[src/rtl/cfg_descriptor_tx.sv]
// Configuration read-out: streams the elaborated core configuration
// as an 8-word descriptor closed by a running-XOR checksum word.
package config_pkg;
  typedef struct packed {
    int unsigned XLEN;
    int unsigned VLEN;
    int unsigned PLEN;
    int unsigned GPLEN;
    int unsigned NrCommitPorts;
    int unsigned NrIssuePorts;
    int unsigned NrWbPorts;
    int unsigned NrRgprPorts;
    int unsigned NR_SB_ENTRIES;
    int unsigned FLen;
    int unsigned ICACHE_SET_ASSOC;
    int unsigned ICACHE_INDEX_WIDTH;
    int unsigned DCACHE_SET_ASSOC;
    int unsigned DCACHE_INDEX_WIDTH;
    int unsigned ICACHE_LINE_WIDTH;
    int unsigned DCACHE_LINE_WIDTH;
    int unsigned InstrTlbEntries;
    int unsigned DataTlbEntries;
    int unsigned NrPMPEntries;
    int unsigned RASDepth;
    bit RVA;
    bit RVB;
    bit RVC;
    bit RVD;
    bit RVF;
    bit RVH;
    bit RVV;
    bit RVS;
    bit RVU;
    bit RVZCB;
    bit RVZCMP;
    bit RVZiCond;
    bit RVZicntr;
    bit RVZihpm;
    bit XF16;
    bit XF16ALT;
    bit XF8;
    bit XFVec;
    bit CvxifEn;
    bit DebugEn;
    bit MmuPresent;
    bit SuperscalarEn;
    bit FpPresent;
  } cva6_cfg_t;

  localparam cva6_cfg_t cva6_cfg_empty = '0;
endpackage

module cfg_descriptor_tx
  import config_pkg::*;
#(
  parameter cva6_cfg_t  CVA6Cfg = cva6_cfg_empty,
  parameter logic [7:0] Version = 8'h01
) (
  input  logic        clk_i,
  input  logic        rst_ni,
  input  logic        req_i,
  input  logic        flush_i,
  output logic        busy_o,
  output logic [31:0] data_o,
  output logic        valid_o,
  input  logic        ready_i,
  output logic [2:0]  idx_o,
  output logic        last_o,
  output logic        done_o
);

  localparam logic [31:0] W0 = {16'hCFA6, Version, 8'd8};
  localparam logic [31:0] W1 = {
    8'(CVA6Cfg.XLEN), 8'(CVA6Cfg.VLEN),
    8'(CVA6Cfg.PLEN), 8'(CVA6Cfg.GPLEN)};
  localparam logic [31:0] W2 = {
    9'd0,
    CVA6Cfg.FpPresent, CVA6Cfg.SuperscalarEn,
    CVA6Cfg.MmuPresent, CVA6Cfg.DebugEn,
    CVA6Cfg.CvxifEn, CVA6Cfg.XFVec,
    CVA6Cfg.XF8, CVA6Cfg.XF16ALT,
    CVA6Cfg.XF16, CVA6Cfg.RVZihpm,
    CVA6Cfg.RVZicntr, CVA6Cfg.RVZiCond,
    CVA6Cfg.RVZCMP, CVA6Cfg.RVZCB,
    CVA6Cfg.RVU, CVA6Cfg.RVS,
    CVA6Cfg.RVV, CVA6Cfg.RVH,
    CVA6Cfg.RVF, CVA6Cfg.RVD,
    CVA6Cfg.RVC, CVA6Cfg.RVB,
    CVA6Cfg.RVA};
  localparam logic [31:0] W3 = {
    4'(CVA6Cfg.NrCommitPorts), 4'(CVA6Cfg.NrIssuePorts),
    4'(CVA6Cfg.NrWbPorts), 4'(CVA6Cfg.NrRgprPorts),
    8'(CVA6Cfg.NR_SB_ENTRIES), 8'(CVA6Cfg.FLen)};
  localparam logic [31:0] W4 = {
    8'(CVA6Cfg.ICACHE_SET_ASSOC), 8'(CVA6Cfg.ICACHE_INDEX_WIDTH),
    8'(CVA6Cfg.DCACHE_SET_ASSOC), 8'(CVA6Cfg.DCACHE_INDEX_WIDTH)};
  localparam logic [31:0] W5 = {
    16'(CVA6Cfg.ICACHE_LINE_WIDTH), 16'(CVA6Cfg.DCACHE_LINE_WIDTH)};
  localparam logic [31:0] W6 = {
    8'(CVA6Cfg.InstrTlbEntries), 8'(CVA6Cfg.DataTlbEntries),
    8'(CVA6Cfg.NrPMPEntries), 8'(CVA6Cfg.RASDepth)};

  typedef enum logic [1:0] {IDLE, SEND, FIN} state_e;

  state_e      state_q;
  logic        valid_q;
  logic        done_q;
  logic [2:0]  idx_q;
  logic [31:0] acc_q;
  logic [31:0] word;

  // Select the word at the current index; word 7 is the live checksum.
  always_comb begin
    word = 32'h0;
    case (idx_q)
      3'd0:    word = W0;
      3'd1:    word = W1;
      3'd2:    word = W2;
      3'd3:    word = W3;
      3'd4:    word = W4;
      3'd5:    word = W5;
      3'd6:    word = W6;
      default: word = acc_q;
    endcase
  end

  // Descriptor FSM: flush overrides everything but reset.
  always_ff @(posedge clk_i or negedge rst_ni) begin
    if (!rst_ni) begin
      state_q <= IDLE;
      valid_q <= 1'b0;
      done_q  <= 1'b0;
      idx_q   <= 3'd0;
      acc_q   <= 32'h0;
    end else if (flush_i) begin
      state_q <= IDLE;
      valid_q <= 1'b0;
      done_q  <= 1'b0;
      idx_q   <= 3'd0;
      acc_q   <= 32'h0;
    end else begin
      case (state_q)
        IDLE: begin
          done_q <= 1'b0;
          idx_q  <= 3'd0;
          acc_q  <= 32'h0;
          if (req_i) begin
            state_q <= SEND;
            valid_q <= 1'b1;
          end
        end
        SEND: begin
          if (ready_i) begin
            if (idx_q == 3'd7) begin
              state_q <= FIN;
              valid_q <= 1'b0;
              done_q  <= 1'b1;
              acc_q   <= 32'h0;
            end else begin
              acc_q <= acc_q ^ word;
              idx_q <= idx_q + 3'd1;
            end
          end
        end
        FIN: begin
          state_q <= IDLE;
          done_q  <= 1'b0;
          idx_q   <= 3'd0;
        end
        default: begin
          state_q <= IDLE;
          valid_q <= 1'b0;
          done_q  <= 1'b0;
          idx_q   <= 3'd0;
          acc_q   <= 32'h0;
        end
      endcase
    end
  end

  assign valid_o = valid_q;
  assign busy_o  = valid_q;
  assign done_o  = done_q;
  assign idx_o   = idx_q;
  assign last_o  = valid_q & (idx_q == 3'd7);
  assign data_o  = valid_q ? word : 32'h0;

endmodule

[config.mk]
export PLATFORM = sky130hd
export DESIGN_NAME = cfg_descriptor_tx
export DESIGN_NICKNAME = d
export VERILOG_FILES = /design/src/rtl/cfg_descriptor_tx.sv
export SDC_FILE = /design/constraint.sdc
export NUM_CORES = 1
export LEC_CHECK = 0
export ABC_AREA = 1
export CORE_MARGIN = 3
export CORE_UTILIZATION = 34
export CTS_BUF_LIST = sky130_fd_sc_hd__clkbuf_4
export DETAILED_ROUTE_END_ITERATION = 10
export GPL_TIMING_DRIVEN = 0
export PLACE_DENSITY = 0.57
export SLEW_MARGIN = 40
export SYNTH_ARGS = -nofsm -noshare
export SYNTH_HDL_FRONTEND = slang
export SYNTH_SLANG_ARGS = --single-unit
[constraint.sdc]
create_clock -name clk_i -period 2 [get_ports clk_i]
set_clock_uncertainty 0.05 [all_clocks]
set_input_delay 0.2 -clock clk_i [delete_from_list [all_inputs] [get_ports clk_i]]
set_output_delay 0.2 -clock clk_i [all_outputs]
set_load 0.02 [all_outputs]
==> results of run 1 <==
flip-flops by register name, summed over array words and instances, names as in the netlist:
register and cells:
state_q 2, acc_q 32, idx_o 3, busy_o 1
done_o 1
Yosys cell counts (2+ instances only):
| library cell | n | area [µm²] |
|---|---|---|
| clkbuf_1 | 4 | 15.01 |
| nor2_2 | 29 | 181.4 |
| a211oi_1 | 2 | 15.01 |
| nand2_2 | 4 | 25.02 |
| o21ai_0 | 3 | 15.01 |
| nand2_4 | 2 | 22.52 |
| ha_1 | 5 | 62.56 |
| nor2_4 | 4 | 45.04 |
| buf_6 | 5 | 56.30 |
| nand3_1 | 13 | 65.06 |
| buf_2 | 3 | 15.01 |
| a21oi_1 | 14 | 70.07 |
| nor2_1 | 11 | 41.29 |
| dfrtp_1 | 39 | 975.9 |
| nand2_1 | 34 | 127.6 |
| nor3_1 | 21 | 105.1 |
| inv_2 | 3 | 11.26 |
| inv_1 | 53 | 198.9 |
cell families after synthesis:
family	after synthesis	share of synthesized area [%]
AO/OA/AOI/OAI	19	4.784
flip-flops	39	46.65
adder cells (fa/ha/maj)	5	2.990
AND/OR/NAND/NOR	121	31.04
buffers and inverters	69	14.53
metal layers:
| layer | track usage [%] | vias up |
|---|---|---|
| li1 | - | 868 |
| met1 | 19.72 | 792 |
| met2 | 20.30 | 39 |
| met3 | 3.140 | 7 |
| met4 | 4.748 | 0 |
| met5 | 0 | - |
repair_timing:
item,in CTS,in global routing
endpoints found under the hold margin,39,0
pin swaps,3,3
cloned,1,0
setup buffers,1,4
setup endpoints to repair,33,33
hold buffers,1,0
resized for setup,193,31
final cells by class:
type / count / area share [%]
sequential: 39 / 34.33
multi-input combinational: 145 / 34.28
timing repair buffer: 50 / 13.30
inverter: 56 / 7.463
buffer: 13 / 3.775
tap: 72 / 3.161
clock inverter: 2 / 2.107
clock buffer: 6 / 1.580
report_power, final:
| part | total (mW) | switching, mW | internal, mW |
|---|---|---|---|
| registers | 0.840 | 0.0250 | 0.815 |
| logic | 0.530 | 0.322 | 0.208 |
| clock network | 0.671 | 0.268 | 0.404 |
| total | 2.04 | 0.615 | 1.43 |
per-stage QoR:
step                worst slack [ns]  hold WS [ns]  power, mW
floorplan                    0.04738       -0.1456      1.138
global placement             -0.5196        0.4285      1.317
detailed placement           -0.4866        0.1640      1.317
CTS                          -0.1243        0.3134      2.031
global route                 -0.1853        0.3372      2.156
finish                      -0.05178        0.3013      2.041
worst register-to-register path: cells and delay by family (launching register included):
family	cells	cell delay, ns
DFF	1	0.48
adders and majority gates	2	0.45
and+or+nand+nor	1	0.30
AOI/OAI and AO/OA	1	0.23
buffers and inverters	1	0.15
path summary, 6_finish.rpt:
path | startpoint | end | slack (ns)
max | idx_o[1] | data_o[25] | -0.05
min | rst_ni | acc_q[24] | 0.30
max reg2reg | idx_o[0] | idx_o[2] | 0.25
min reg2reg | acc_q[2] | acc_q[2] | 0.46
max in group asynchronous | rst_ni | idx_o[0] | 1.22
min in group clk_i | req_i | state_q[0] | 0.38
==> impl_results.md, run 1 <==
- Dpl cells: 368
- Worst Setup Start Kind: register
- Leak: 1.329 nW
- I/O Pins: 44
- Yosys reg bits: 39
- Die ar.: 0.007130 mm²
- Final HPWL DP: 3.025 mm
- Clock Sink Count: 39
- Drt wl/cell: 12.27 µm
- Commonest non-fill, non-tap cell in the layout: inv_1
- Vias in the first global route: 1660
- Final worst slack: -0.05178 ns
- Worst path bufs/invs: 3
- WP data arrival: 1.80 ns
- ANT nets after route: 0
- Ratio of cells with drive above 1 in the final layout: 43.73%
- Mapped Cells: 253
- Family with the most delay on the worst path: flip-flops
- Critical Path, Cell by Cell: inv_2 > ha_4 > nand2_8 > nand2_4 > nand2_4 > buf_6 > a21oi_2 > buf_4
- Crit-path max FO: 9
- Setup_tns: -0.6087 ns
- Post-route met1 wirelength: 2.195 mm
- Pwr dens: 716.2 mW/mm²
- WL met3: 247 µm
- Fmax: 0.4874 GHz
- Number of fill cells: 584
- Placed instance area: 0.002610 mm²
- Most frequent cells in the layout: inv_1, dfrtp_1, nand2_1
- Root buffer cell: clkbuf_4
- CP max stage delay: 0.47 ns
- Tightest Hold Check Type: primary input to asynchronous set/reset pin
- Run status: finished with violations
- Most used flip-flop cell after synthesis: dfrtp_1
- GPL Wtd Cong: 0.7068
- R2R depth: 5
- Clk buf depth: 2
- Minimum clock period after layout: 2.052 ns
- EDFF count, synth: 0
- Peak supply drop: 0.0004453 V
- First-pass GRT wire length: 7.941 mm
- Final instance area: 0.002850 mm²
- Final setup fails: 23
- Register area share after synthesis: 46.65%
- Clk slew on worst S/H paths: 0.12 ns
- Fin util: 49.63%
- TritonCTS clock tree: yes
- # DRC: 0
- Met2 WL: 2.184 mm
- DR vias/cell: 4.454
- Worst setup path class: register to output pin
- Asr flop ratio synth: 100.0%
- Ant. Diodes: 0
- IO buf count: 43
- Unique masters post-synth: 22
- Die height: 84.44 µm
- Multi-input combinational cell area: 977.2 µm²
- Reg area: 978.4 µm²
- RSZ-0062 raised after global routing: true
- Initial antenna violation count: 0
- Crit path capture type: output pin
- Slowest CP cell: dfrtp_2
- Mapped Nets: 263
- Overflow after GRT: 0
- Non-Filler Instances: 383
- Final Hold Viols: 0
- Core area: 0.005743 mm²
- GRT Util Overall: 13.72%
- Drt pass-1 iters: 4
- Max-slew headroom: 60.85%
- Initial Util: 36.43%
- Req. time, crit path: 1.75 ns
- Final Net Count: 320
- Post-Syn Area per Cell: 8.269 µm²
- Synth warn: 0
- Actual slew at the worst max-slew pin: 0.5873 ns
- CTS buffer count: 5
- Max-cap violation count: 0
- Top Metal Used: met4
- Failing checks: negative setup slack
- Crit share post-route: 102.6%
- Standard-cell rows: 27
- Crit-path most repeated cell: nand2_4
- Max Slew Vio Count: 0
- Vias post-DR: 1706
- Clock latency on the worst-skew pair: 0.34 ns
- Number of cells on the critical path: 8
- Die width: 84.44 µm
- P&R area growth vs syn: 36.24%
- Largest net degree at the start of global routing: 40
- DRT iter0 DRCs: 78
- Cell Area, Synth: 0.002092 mm²
- WL final: 4.700 mm
- CTS H-tree depth: 2
No activity file was read; power rests on OpenSTA's default activity.
==> inputs of run 2 (changes only) <==
==> constraint.sdc (replaced) <==
create_clock -name clk_i -period 2 [get_ports clk_i]
set_clock_uncertainty 0.05 [all_clocks]
set_input_delay 0.4 -clock clk_i [delete_from_list [all_inputs] [get_ports clk_i]]
set_output_delay 0.4 -clock clk_i [all_outputs]
set_load 0.02 [all_outputs]
==> impl_results.md, run 2 (synthesis results as in run 1) <==
- Run status: finished with violations
- Failing checks: negative setup slack
- Req. time, crit path: 1.55 ns
- WL final: 5.032 mm
- Standard-cell rows: 27
- Reg power frac: 37.9%
- Max-cap violation count: 0
- Ratio of cells with drive above 1 in the final layout: 50.79%
- Max reg flops: 32
- Final HPWL DP: 3.125 mm
- Clk slew on worst S/H paths: 0.12 ns
- WP data arrival: 1.88 ns
- Family with the most delay on the worst path: buffers and inverters
- Minimum clock period after layout: 2.334 ns
- Most frequent cells in the layout: inv_1, dfrtp_1, buf_6
- Max Slew Vio Count: 0
- Met2 WL: 2.288 mm
- Die height: 84.44 µm
- Final Net Count: 324
- Drt pass-1 iters: 4
- Logic gate share of total power: 31.8%
- Vias post-DR: 1756
- Vias in the first global route: 1809
- Worst path bufs/invs: 4
- Die ar.: 0.007130 mm²
- First-pass GRT wire length: 8.763 mm
- Die width: 84.44 µm
- WHS: 0.4713 ns
- GPL Wtd Cong: 0.7594
- Final Hold Viols: 0
- # DRC: 0
- Critical Path, Cell by Cell: inv_4 > ha_4 > nor2_4 > nand3_4 > buf_6 > clkbuf_16 > nor3_4 > buf_6
- Tightest Hold Check Type: register to register
- DR vias/cell: 4.537
- Largest net degree at the start of global routing: 40
- Pwr dens: 664.7 mW/mm²
- Crit-path most repeated cell: buf_6
- Power Total: 2.215 mW
- GRT Util Overall: 15.18%
- Drt wl/cell: 13.00 µm
- Final worst slack: -0.3337 ns
- Crit-path max FO: 5
- I/O Pins: 44
- Clock Sink Count: 39
- P_int: 1.511 mW
- Leak: 1.579 nW
- Final setup fails: 32
- Ant. Diodes: 0
- Core area: 0.005743 mm²
- DRT iter0 DRCs: 60
- Actual slew at the worst max-slew pin: 0.5740 ns
- CTS buffer count: 5
- Clk buf depth: 2
- Max-slew headroom: 61.74%
- Net Sw Power: 0.7045 mW
- Top Metal Used: met4
- Crit share post-route: 116.7%
- Crit path capture type: output pin
- Clock latency on the worst-skew pair: 0.35 ns
- Initial Util: 36.43%
- Commonest non-fill, non-tap cell in the layout: inv_1
- Fmax: 0.4285 GHz
- FF-to-FF setup slack: 0.22 ns
- ANT nets after route: 0
- WL met3: 192 µm
- CTS H-tree depth: 2
- Fin util: 58.04%
- Switching portion of total power: 31.80%
- IO buf count: 43
- Largest Register: acc_q
- RSZ-0062 raised after global routing: true
- Post-route met1 wirelength: 2.489 mm
- Worst Setup Start Kind: register
- TritonCTS clock tree: yes
- Number of fill cells: 532
- P&R area growth vs syn: 59.33%
- Worst setup path class: register to output pin
- Root buffer cell: clkbuf_4
- CP max stage delay: 0.46 ns
- Peak supply drop: 0.0003003 V
- Overflow after GRT: 0
- Clock Power Share: 30.4%
- Slowest CP cell: dfrtp_2
- Initial antenna violation count: 0
[run 2: power by group through the flow]
stage                     sequential [mW]  clock, mW  combinational, mW
after floorplan                     0.853          0              0.346
after global placement              0.852          0              0.528
after detailed placement            0.852          0              0.530
after CTS                           0.838      0.683              0.666
after global routing                0.843      0.724              0.759
final                               0.839      0.673              0.704
[run 2: cell type report]
cell class	count	area, µm²	share of cell area [%]
plain buffers	13	153.9	4.617
clock buffers	6	45.04	1.351
clock inverters	2	60.06	1.802
inverters	56	219.0	6.569
multi-input cells	145	1230	36.90
flip-flops and latches	39	979.7	29.39
well taps	72	90.09	2.703
repair buffers	54	555.5	16.67
[run 2: worst paths after layout]
check	startpoint	to	cells past startpoint
setup / recovery	idx_o[1]	data_o[22]	8
hold / removal	acc_q[0]	acc_q[0]	2
setup reg to reg	idx_o[1]	acc_q[2]	10
hold reg to reg	acc_q[0]	acc_q[0]	2
max in group asynchronous	rst_ni	idx_o[1]	2
min in group asynchronous	rst_ni	acc_q[24]	2
[run 2: tightest hold or removal path, stage by stage (launching register included)]
cell     delay [ns]
dfrtp_1        0.35
inv_1          0.06
nor2_2         0.09
[run 2: timing repair]
| action | CTS | global route |
|---|---|---|
| endpoints found under the hold margin | 39 | 0 |
| endpoints found under the setup margin | 34 | 33 |
| cloned | 1 | 2 |
| resized for setup | 266 | 23 |
| hold buffers | 1 | 0 |
| pin swaps | 4 | 2 |
| setup buffers | 5 | 2 |
[run 2: layer usage]
metal	track usage, %	vias up
li1	-	885
met4	5.180	0
met2	23.46	31
met5	0	-
met3	3.042	5
met1	21.32	835
[run 2: through the flow]
| step | setup WS (ns) | setup TNS, ns | instances | cell area (µm²) |
|---|---|---|---|---|
| 2_1_floorplan | -0.05755 | -1.191 | 253 | 2210 |
| 3_3_place_gp | -0.7608 | -40.88 | 368 | 2730 |
| 3_5_place_dp | -0.6485 | -16.87 | 368 | 2728 |
| 4_1_cts | -0.3045 | -9.153 | 383 | 3179 |
| 5_1_grt | -0.4307 | -12.73 | 387 | 3333 |
| 6_report | -0.3337 | -9.606 | 387 | 3333 |
==> inputs of run 3 (changes only) <==
--- a/config.mk
+++ b/config.mk
@@ -11,8 +11,9 @@
 export CTS_BUF_LIST = sky130_fd_sc_hd__clkbuf_4
 export DETAILED_ROUTE_END_ITERATION = 10
 export GPL_TIMING_DRIVEN = 0
+export MAX_ROUTING_LAYER = met4
 export PLACE_DENSITY = 0.57
-export SLEW_MARGIN = 40
+export SLEW_MARGIN = 20
 export SYNTH_ARGS = -nofsm -noshare
 export SYNTH_HDL_FRONTEND = slang
 export SYNTH_SLANG_ARGS = --single-unit
==> impl_results.md, run 3 (synthesis results as in run 1) <==
- Setup_tns: -8.912 ns
- Peak supply drop: 0.0003178 V
- Initial Util: 36.43%
- Slowest CP cell: dfrtp_2
- ANT nets after route: 0
- WL final: 4.929 mm
- Ratio of cells with drive above 1 in the final layout: 50.64%
- Actual slew at the worst max-slew pin: 0.5174 ns
- Leak: 1.529 nW
- Core area: 0.005743 mm²
- Die ar.: 0.007130 mm²
- Met2 WL: 2.272 mm
- R2R depth: 9
- Number of cells on the critical path: 7
- Worst setup path class: register to output pin
- Commonest non-fill, non-tap cell in the layout: inv_1
- Clock Sink Count: 39
- CTS buffer count: 5
- Worst Setup Start Kind: register
- Standard-cell rows: 27
- Clock latency on the worst-skew pair: 0.34 ns
- DR vias/cell: 4.448
- Final setup fails: 32
- WL met3: 171 µm
- Non-Filler Instances: 386
- # DRC: 0
- Worst R2R End: acc_q[19]
- Power Total: 2.191 mW
- P&R area growth vs syn: 56.04%
- Post-route met1 wirelength: 2.449 mm
- Pwr dens: 671.2 mW/mm²
- Max Slew Vio Count: 0
- R2r startpoint: idx_o[0]
- Max-slew headroom: 65.51%
- Crit-path max FO: 10
- P_int: 1.507 mW
- Vias in the first global route: 1755
- Ant. Diodes: 0
- Vias post-DR: 1717
- Final Hold Viols: 0
- IO buf count: 43
- Largest Register: acc_q
- Crit share post-route: 115.2%
- Final Net Count: 323
- Crit path capture type: output pin
- Drt wl/cell: 12.77 µm
- CP max stage delay: 0.46 ns
- Root buffer cell: clkbuf_4
- Top Metal Used: met4
- Logic gate share of total power: 31.4%
- Switching portion of total power: 31.23%
- TritonCTS clock tree: yes
- First-pass GRT wire length: 8.604 mm
- Drt pass-1 iters: 4
- FF-to-FF setup slack: 0.25 ns
- Reg power frac: 38.2%
- DRT iter0 DRCs: 59
- Minimum clock period after layout: 2.304 ns
- Final HPWL DP: 3.188 mm
- Clk slew on worst S/H paths: 0.12 ns
- Run status: finished with violations
- Die height: 84.44 µm
- I/O Pins: 44
- Dpl cells: 369
- Overflow after GRT: 0
- RSZ-0062 raised after global routing: true
- Worst setup path end: data_o[15]
- Req. time, crit path: 1.55 ns
- Critical Path, Cell by Cell: ha_2 > nor2_4 > nand3_4 > buf_6 > clkbuf_16 > nor3_2 > buf_4
- Most frequent cells in the layout: inv_1, dfrtp_1, nand2_1
- Die width: 84.44 µm
- WP data arrival: 1.85 ns
- Final worst slack: -0.3043 ns
- Net Sw Power: 0.6843 mW
- Max-cap violation count: 0
- Max reg flops: 32
- Failing checks: negative setup slack
- Clock Power Share: 30.4%
- Family with the most delay on the worst path: buffers and inverters
- CP startpoint: idx_o[0]
- Largest net degree at the start of global routing: 22
- Fmax: 0.4340 GHz
- Tightest Hold Check Type: register to register
- Initial antenna violation count: 0
- GPL Wtd Cong: 0.7693
- Clk buf depth: 2
- Worst path bufs/invs: 3
- CTS H-tree depth: 2
- GRT Util Overall: 15.37%
==> run 3: cell count changes in the layout (fill, tap and decap cells not counted), sizes merged <==
cell  previous run  this run
buf             53        52
==> run 3: worst min path at each step <==
| stage | from | end | cells after the start |
|---|---|---|---|
| floorplan | rst_ni | acc_q[0] | 0 |
| global placement | acc_q[0] | acc_q[0] | 2 |
| detailed placement | rst_ni | acc_q[30] | 1 |
| CTS | acc_q[15] | acc_q[15] | 2 |
| global route | acc_q[15] | acc_q[15] | 2 |
| finish | acc_q[15] | acc_q[15] | 2 |
==> run 3: what timing repair did <==
action                                  in CTS  in global routing
hold buffers                                 1                  0
gates resized for setup                    259                 18
endpoints found under the setup margin      34                 33
setup buffers                                5                  2
hold endpoints to repair                    20                  0
gates cloned                                 1                  0
pin swaps                                    4                  1
==> run 3: metal layers <==
layer | GRT usage (%) | vias to the layer above
li1 | - | 878
met2 | 22.60 | 32
met4 | 5.180 | 0
met1 | 21.41 | 805
met5 | - | -
met3 | 2.748 | 2
==> run 3: through the flow <==
stage	hold WS, ns	cell area [µm²]	setup slack [ns]	utilization (%)
after global placement	0.4297	2730	-0.7608	47.54
after detailed placement	0.3564	2753	-0.6493	47.93
after CTS	0.4720	3161	-0.3014	55.03
final	0.4713	3264	-0.3043	56.84
after floorplan	0.05441	2210	-0.05755	-
after global routing	0.4920	3264	-0.4021	56.84
==> run 3: tightest hold or removal path: stages (launching register included) <==
cell and delay [ns]:
dfrtp_1 0.34, inv_1 0.06, nor2_2 0.09
==> run 3: final cells by class <==
cell class / count / area, µm²
Tap cell: 72 / 90.09
Fill cell: 543 / 2479
Clock buffer: 6 / 45.04
Buffer: 13 / 153.9
Inverter: 56 / 214.0
Clock inverter: 2 / 60.06
Sequential cell: 39 / 979.7
Timing Repair Buffer: 53 / 546.8
Multi-Input combinational cell: 145 / 1175
==> run 3: power groups by stage <==
stage          Clock [mW]  Combinational, mW  Sequential [mW]
6_report            0.666              0.688            0.837
5_1_grt             0.711              0.746            0.841
4_1_cts             0.682              0.662            0.838
3_5_place_dp            0              0.536            0.852
3_3_place_gp            0              0.528            0.852
2_1_floorplan           0              0.346            0.853
